[src/rtl/a2d_pkg.sv]
// a2d_pkg: shared types and constants for the A2D conversion scheduler
package a2d_pkg;
    localparam int SMPL_W = 12;
    typedef enum logic [2:0] {IDLE, CMD1, WAIT1, DEAD, CMD2, WAIT2, CAPT} state_t;
    localparam logic [2:0] SLOT_CH [4] = '{3'd0, 3'd4, 3'd5, 3'd6};
endpackage

[src/rtl/a2d_sched.sv]
// a2d_sched: round-robin A2D channel scheduler issuing two SPI transactions per conversion
module a2d_sched
    import a2d_pkg::*;
#(
    parameter int DEAD_CYC = 1
) (
    input  logic              clk,
    input  logic              rst,
    input  logic              nxt,
    input  logic              spi_done,
    input  logic [15:0]       spi_rd_data,
    output logic              spi_wrt,
    output logic [15:0]       spi_cmd,
    output logic [SMPL_W-1:0] lft_ld,
    output logic [SMPL_W-1:0] rght_ld,
    output logic [SMPL_W-1:0] steer_pot,
    output logic [SMPL_W-1:0] batt,
    output logic              busy,
    output logic              round_done
);
    state_t            state;
    logic [1:0]        slot;
    logic [3:0]        dead_cnt;
    logic [SMPL_W-1:0] smpl;

    // the command word only follows the slot, which moves solely in CAPT, so it is stable across both transactions
    assign spi_wrt = (state == CMD1) || (state == CMD2);
    assign spi_cmd = {2'b00, SLOT_CH[slot], 11'h000};
    assign busy    = state != IDLE;

    always_ff @(posedge clk or posedge rst) begin
        if (rst) begin
            state      <= IDLE;
            slot       <= 2'd0;
            dead_cnt   <= 4'd0;
            smpl       <= '0;
            lft_ld     <= '0;
            rght_ld    <= '0;
            steer_pot  <= '0;
            batt       <= '0;
            round_done <= 1'b0;
        end else begin
            round_done <= 1'b0;
            case (state)
                IDLE:  if (nxt) state <= CMD1;
                CMD1:  state <= WAIT1;
                WAIT1: if (spi_done) begin
                    state    <= DEAD;
                    dead_cnt <= 4'(DEAD_CYC);
                end
                DEAD: begin
                    dead_cnt <= dead_cnt - 4'd1;
                    if (dead_cnt <= 4'd1) state <= CMD2;
                end
                CMD2:  state <= WAIT2;
                WAIT2: if (spi_done) begin
                    smpl  <= spi_rd_data[SMPL_W-1:0];
                    state <= CAPT;
                end
                CAPT: begin
                    case (slot)
                        2'd0:    lft_ld    <= smpl;
                        2'd1:    rght_ld   <= smpl;
                        2'd2:    steer_pot <= smpl;
                        default: batt      <= smpl;
                    endcase
                    round_done <= slot == 2'd3;
                    slot       <= slot + 2'd1;
                    state      <= IDLE;
                end
                default: state <= IDLE;
            endcase
        end
    end
endmodule

[config.mk]
export PLATFORM = sky130hd
export DESIGN_NAME = a2d_sched
export DESIGN_NICKNAME = d
export VERILOG_FILES = /design/src/rtl/a2d_pkg.sv /design/src/rtl/a2d_sched.sv
export SDC_FILE = /design/constraint.sdc
export NUM_CORES = 1
export LEC_CHECK = 0
export BUFFER_PORTS_ARGS = -buffer_cell sky130_fd_sc_hd__buf_2
export CORE_UTILIZATION = 25
export DETAILED_ROUTE_END_ITERATION = 12
export GPL_TIMING_DRIVEN = 0
export PLACE_DENSITY_LB_ADDON = 0.05
export SLEW_MARGIN = 20
export SYNTH_ARGS = -nofsm -noshare
export SYNTH_HDL_FRONTEND = slang
export SYNTH_SLANG_ARGS = --single-unit
[constraint.sdc]
create_clock -name clk -period 3.5 [get_ports clk]
set_clock_uncertainty 0.05 [all_clocks]
set_input_delay 0.7 -clock clk [delete_from_list [all_inputs] [get_ports clk]]
set_output_delay 0.7 -clock clk [all_outputs]
set_load 0.05 [all_outputs]
; ---- Word level (Yosys, flattened, before mapping)
; Index checks and enable logic that the tools add are counted.
[word_totals]
ff_bits = 70
input_bits = 20
output_inout_bits = 67
wordCells = 52
[classes]
n_addsub = 2
order_cmp = 2
eq_ne = 13
muxes = 11
bitwise = 2
reduce_logical = 13
[ops]
columns = operator, n
row1 = two-way mux 3 bit, 6
row2 = case mux 3 bit (6 select lines), 1
row3 = AND reduction 2 bit, 6
row4 = == test 3 bit (second input constant), 3
row5 = != test 2 bit (second input constant), 4
row6 = case mux 4 bit (2 select lines), 1
row7 = binary-select mux 3 bit (select 2 bit), 1
row8 = == test 3 x 2 -> 1 bit (second input constant), 2
row9 = == test 2 bit (second input constant), 2
row10 = <= comparator 4 x 1 -> 1 bit (second input constant), 1
row11 = two-way mux 4 bit, 1
row12 = AND reduction 4 bit, 1
row13 = subtractor 4 x 1 -> 4 bit (second input constant), 1
row14 = == test 3 x 1 -> 1 bit (second input constant), 1
row15 = >= comparator 3 bit (second input constant), 1
row16 = zero test 3 bit, 1
row17 = NOT 2 -> 3 bit, 1
row18 = nonzero test 3 bit, 1
row19 = OR reduction 3 bit, 1
row20 = adder 2 x 1 -> 2 bit (second input constant), 1
row21 = == test 2 x 1 -> 1 bit (second input constant), 1
row22 = zero test 2 bit, 1
row23 = nonzero test 2 bit, 1
row24 = logical OR 1 bit, 1
row25 = 2 further kinds, 2

; ---- Longest topological paths before layout
[depth]
depth_word = 4
mapped_depth = 6
depth_no_buf = 5

; ---- Worst setup path after synthesis
; No wires, ideal clock.
[synth_timing]
kind = reg-to-output
from = register state[0]
to = output port spi_wrt
arrival_ps = 1272
required_time_ps = 2750
setup_slack_ps = 1478
stages_incl_launch_ff = 4
path_buffers = 1
cell_sequence = dfrtp_1 buf_4 xnor2_1 nor2_1
[synth_via]
elab_chain_cells = 2
word_cells_on_any_way = 3
cone_classes = 2 x eq/ne / 1 x reduce/logical
[synth_rtl]
columns = item, line
row1 = from (decl), a2d_sched.sv:21  ; state_t state;
row2 = from (signal assigned), a2d_sched.sv:33  ; state <= IDLE;
row3 = from (signal assigned), a2d_sched.sv:45  ; IDLE: if (nxt) state <= CMD1;
row4 = from (signal assigned), a2d_sched.sv:46  ; CMD1: state <= WAIT1;
row5 = == test 3 x 1 -> 1 bit / == test 3 bit (equally long branches), a2d_sched.sv:27  ; assign spi_wrt = (state == CMD1) || (state == CMD2);
row6 = logical OR 1 bit (*), a2d_sched.sv:27
row7 = to (decl), a2d_sched.sv:12  ; output logic spi_wrt,
; Mark *: on every way between the ends. The rest lies on a longest branch, timed or not.

; ---- Final worst setup path
[layout_timing]
from = register slot[0]
to = output port spi_cmd[11]
[layout_via]
elab_chain_cells = 4
[layout_rtl]
columns = item, line
row1 = from (decl), a2d_sched.sv:22  ; logic [1:0] slot;
row2 = from (signal assigned), a2d_sched.sv:68  ; slot <= slot + 2'd1;
row3 = NOT 2 -> 3 bit (implied by the code), a2d_sched.sv:28  ; assign spi_cmd = {2'b00, SLOT_CH[slot], 11'h000};
row4 = binary-select mux 3 bit (select 2 bit), a2d_sched.sv:28
row5 = two-way mux 3 bit (implied by the code) (2 in a row), a2d_sched.sv:28
row6 = to (decl), a2d_sched.sv:13  ; output logic [15:0] spi_cmd,
; No other way between the ends. The select of a mux whose other input is x is not followed.

==> results.sh <==
export IMPL_postLayoutCellArea_mm2=0.00413
export IMPL_cts_made_buffers=9
export IMPL_drt_iter0_drc=66
export IMPL_ant_nets=0
export IMPL_synth_warnings=0
export IMPL_place_gp_congestion=0.662
export IMPL_ctsHtreeMaxLevel=3
export IMPL_num_antenna_cells=0
export IMPL_cellPowerDensity_mw_per_mm2=914
export IMPL_r2r_slack_ns=1.86
export IMPL_vdd_drop_max_v=0.000334
export IMPL_first_pass_iters=4
export IMPL_worstPathRequired_ns=2.75
export IMPL_design_core_area_mm2=0.0126
export IMPL_grt_overflow_total=0
export IMPL_grt_pass1_wl_um=10700
export IMPL_synth_avg_cell_area_um2=15.6
export IMPL_syn_inst=206
export IMPL_die_h_um=115
export IMPL_cp_arrival_ns=1.44
export IMPL_wirelength_um=6910
export IMPL_clockBufferDepth=2
export IMPL_cts_sinks=70
export IMPL_insertion_delay_ns=0.33
export IMPL_cp_start_kind="flip-flop"
export IMPL_finalNetCount=327
export IMPL_ys_seq_area_frac=0.545
export IMPL_place_hpwl_um=4510
export IMPL_cts_resized=0
export IMPL_r2r_cells=6
export IMPL_final_util=0.329
export IMPL_final_min_clock_period_ns=2.19
export IMPL_io_pins=87
export IMPL_fin_crit_sh=0.626
export IMPL_cts_tree="yes"
export IMPL_crit_path_end_kind="output pin"
export IMPL_rows=41
export IMPL_clockRootBuffer="clkbuf_16"
export IMPL_status="finished, final reports clean"
export IMPL_setup_viol=0
export IMPL_crit_type="reg2out"
export IMPL_crit_fanout=4
export IMPL_viasPerCell=3.80
export IMPL_antenna_found_initial=0
export IMPL_die_area_mm2=0.0133
export IMPL_syn_to_final_growth_pct=28.6
export IMPL_grt_use_total=0.113
export IMPL_fill_cells=1269
export IMPL_start_util=0.256
export IMPL_rsz0062_at_grt="no"
export IMPL_route_vias_total=1804
export IMPL_maxSlewViolCount=0
export IMPL_clkTransAtPathRegs_ns=0.06
export IMPL_die_width_um=115
export IMPL_r2r_end="batt[1]"
export IMPL_maxCapViolCount=0
export IMPL_syn_area_mm2=0.00321
export IMPL_portBuffers=69
export IMPL_hold_violations=0
export IMPL_fmax_mhz=457
export IMPL_postCtsHoldBufs=0
export IMPL_grt_max_degree=40
export IMPL_wire_per_inst_um=14.6
export IMPL_r2r_start="state[2]"
export IMPL_drcViolationCount=0
export IMPL_placed_area_mm2=0.00384
export IMPL_drive_gt1_frac=0.574
export IMPL_p_leak_nw=2.37
export IMPL_cts_setup_buffers=0
export IMPL_hp_class="in2async"
export IMPL_ys_seq_elements=70
export IMPL_synth_cell_types=30
export IMPL_grt_pass1_vias=1830
export IMPL_slew_headroom=0.650
export IMPL_tightest_slew_ns=0.525
## flip-flops by register name (all words and copies together) (netlist names)
register,flops
steer_pot,12
state,3
round_done,1
slot,2
dead_cnt,4
rght_ld,12
lft_ld,12
batt,12
smpl,12
## layout make-up
class | instances | area (um^2) | area share
repair buffers | 70 | 365 | 0.0885
inverters | 6 | 25.0 | 0.00606
plain buffers | 22 | 191 | 0.0463
well taps | 172 | 215 | 0.0521
multi-input cells | 120 | 1290 | 0.313
flip-flops and latches | 70 | 1750 | 0.424
clock inverters | 4 | 47.5 | 0.0115
clock buffers | 11 | 243 | 0.0588
## metal layers
layer,track usage,up-vias,wire length [um]
met5,0,-,0
met4,0.0364,0,68
met3,0.0459,5,410
met2,0.173,56,3190
met1,0.144,881,3240
li1,-,862,-
## worst max path at each step
stage / start / slack [ns] / depth (start not counted) / endpoint
after global routing: slot[0] / 1.24 / 3 / spi_cmd[11]
after floorplan: rst / 0.98 / 1 / batt[0]
final: slot[0] / 1.31 / 3 / spi_cmd[11]
after global placement: rst / -0.17 / 2 / round_done
after detailed placement: slot[0] / 1.66 / 3 / spi_cmd[11]
after CTS: slot[0] / 1.29 / 3 / spi_cmd[11]
## logic make-up (layout without fill, tap and decap cells)
group / Yosys count / in the layout / synth area share
DFF: 70 / 70 / 0.545
other: 1 / 13 / 0.00117
xor gates and xnor gates: 2 / 2 / 0.00545
and+or+nand+nor: 24 / 24 / 0.0522
AOI/OAI and AO/OA: 12 / 12 / 0.0257
adders and majority gates: 8 / 8 / 0.0312
muxes: 61 / 61 / 0.272
buffers and inverters: 28 / 113 / 0.0666
## where the power goes
group          switching (mW)  internal, mW
Clock                   0.342         0.565
Sequential              0.190          1.07
Combinational            1.05         0.566
Total                    1.58          2.20
## layout by cell type, fill, tap and decap left out, types with 2 or more instances in the layout
cell type,count
dfrtp_1,70
buf_2,69
mux2_4,50
buf_4,15
conb_1,13
mux2_2,11
clkbuf_16,9
ha_1,8
buf_6,7
inv_1,5
o21ai_0,4
nand2b_1,4
nand2_4,4
nand2_1,3
nor2_1,3
xnor2_1,2
a22o_1,2
nor3_1,2
clkinv_2,2
## synth_stat cells, drive strengths merged
cell type	n	area [um^2]
nor2b	1	6.26
nor3	2	10.0
a21oi	1	5.00
conb	1	3.75
nand2	7	56.3
a22o	2	17.5
o22ai	1	6.26
xnor2	2	17.5
and2	1	6.26
o21bai	1	7.51
mux2	61	875
dfrtp	70	1750
nor2	3	11.3
o2bb2ai	1	8.76
a2bb2oi	1	8.76
o41ai	1	8.76
inv	6	22.5
buf	22	191
ha	8	100
or2	1	8.76
nand3b	1	7.51
nor3b	1	7.51
nand2b	5	38.8
or3	1	6.26
o21ai	4	20.0
and3b	1	8.76
## critical path: stages (launching register included)
cell     delay, ns
dfrtp_1       0.41
inv_1         0.16
ha_1          0.24
buf_2         0.29
## through the flow
stage          instances  hold slack, ns  power [mW]  setup WS, ns  TNS [ns]
3_3_place_gp         459           0.438        2.90        -0.170    -11.69
3_5_place_dp         460           0.440        2.90          1.66         0
4_1_cts              475           0.386        3.84          1.29         0
2_1_floorplan        218           0.428        2.55         0.982         0
6_report             475           0.368        3.78          1.31         0
5_1_grt              475           0.394        3.99          1.24         0
Power figures use the tool's default switching activity.
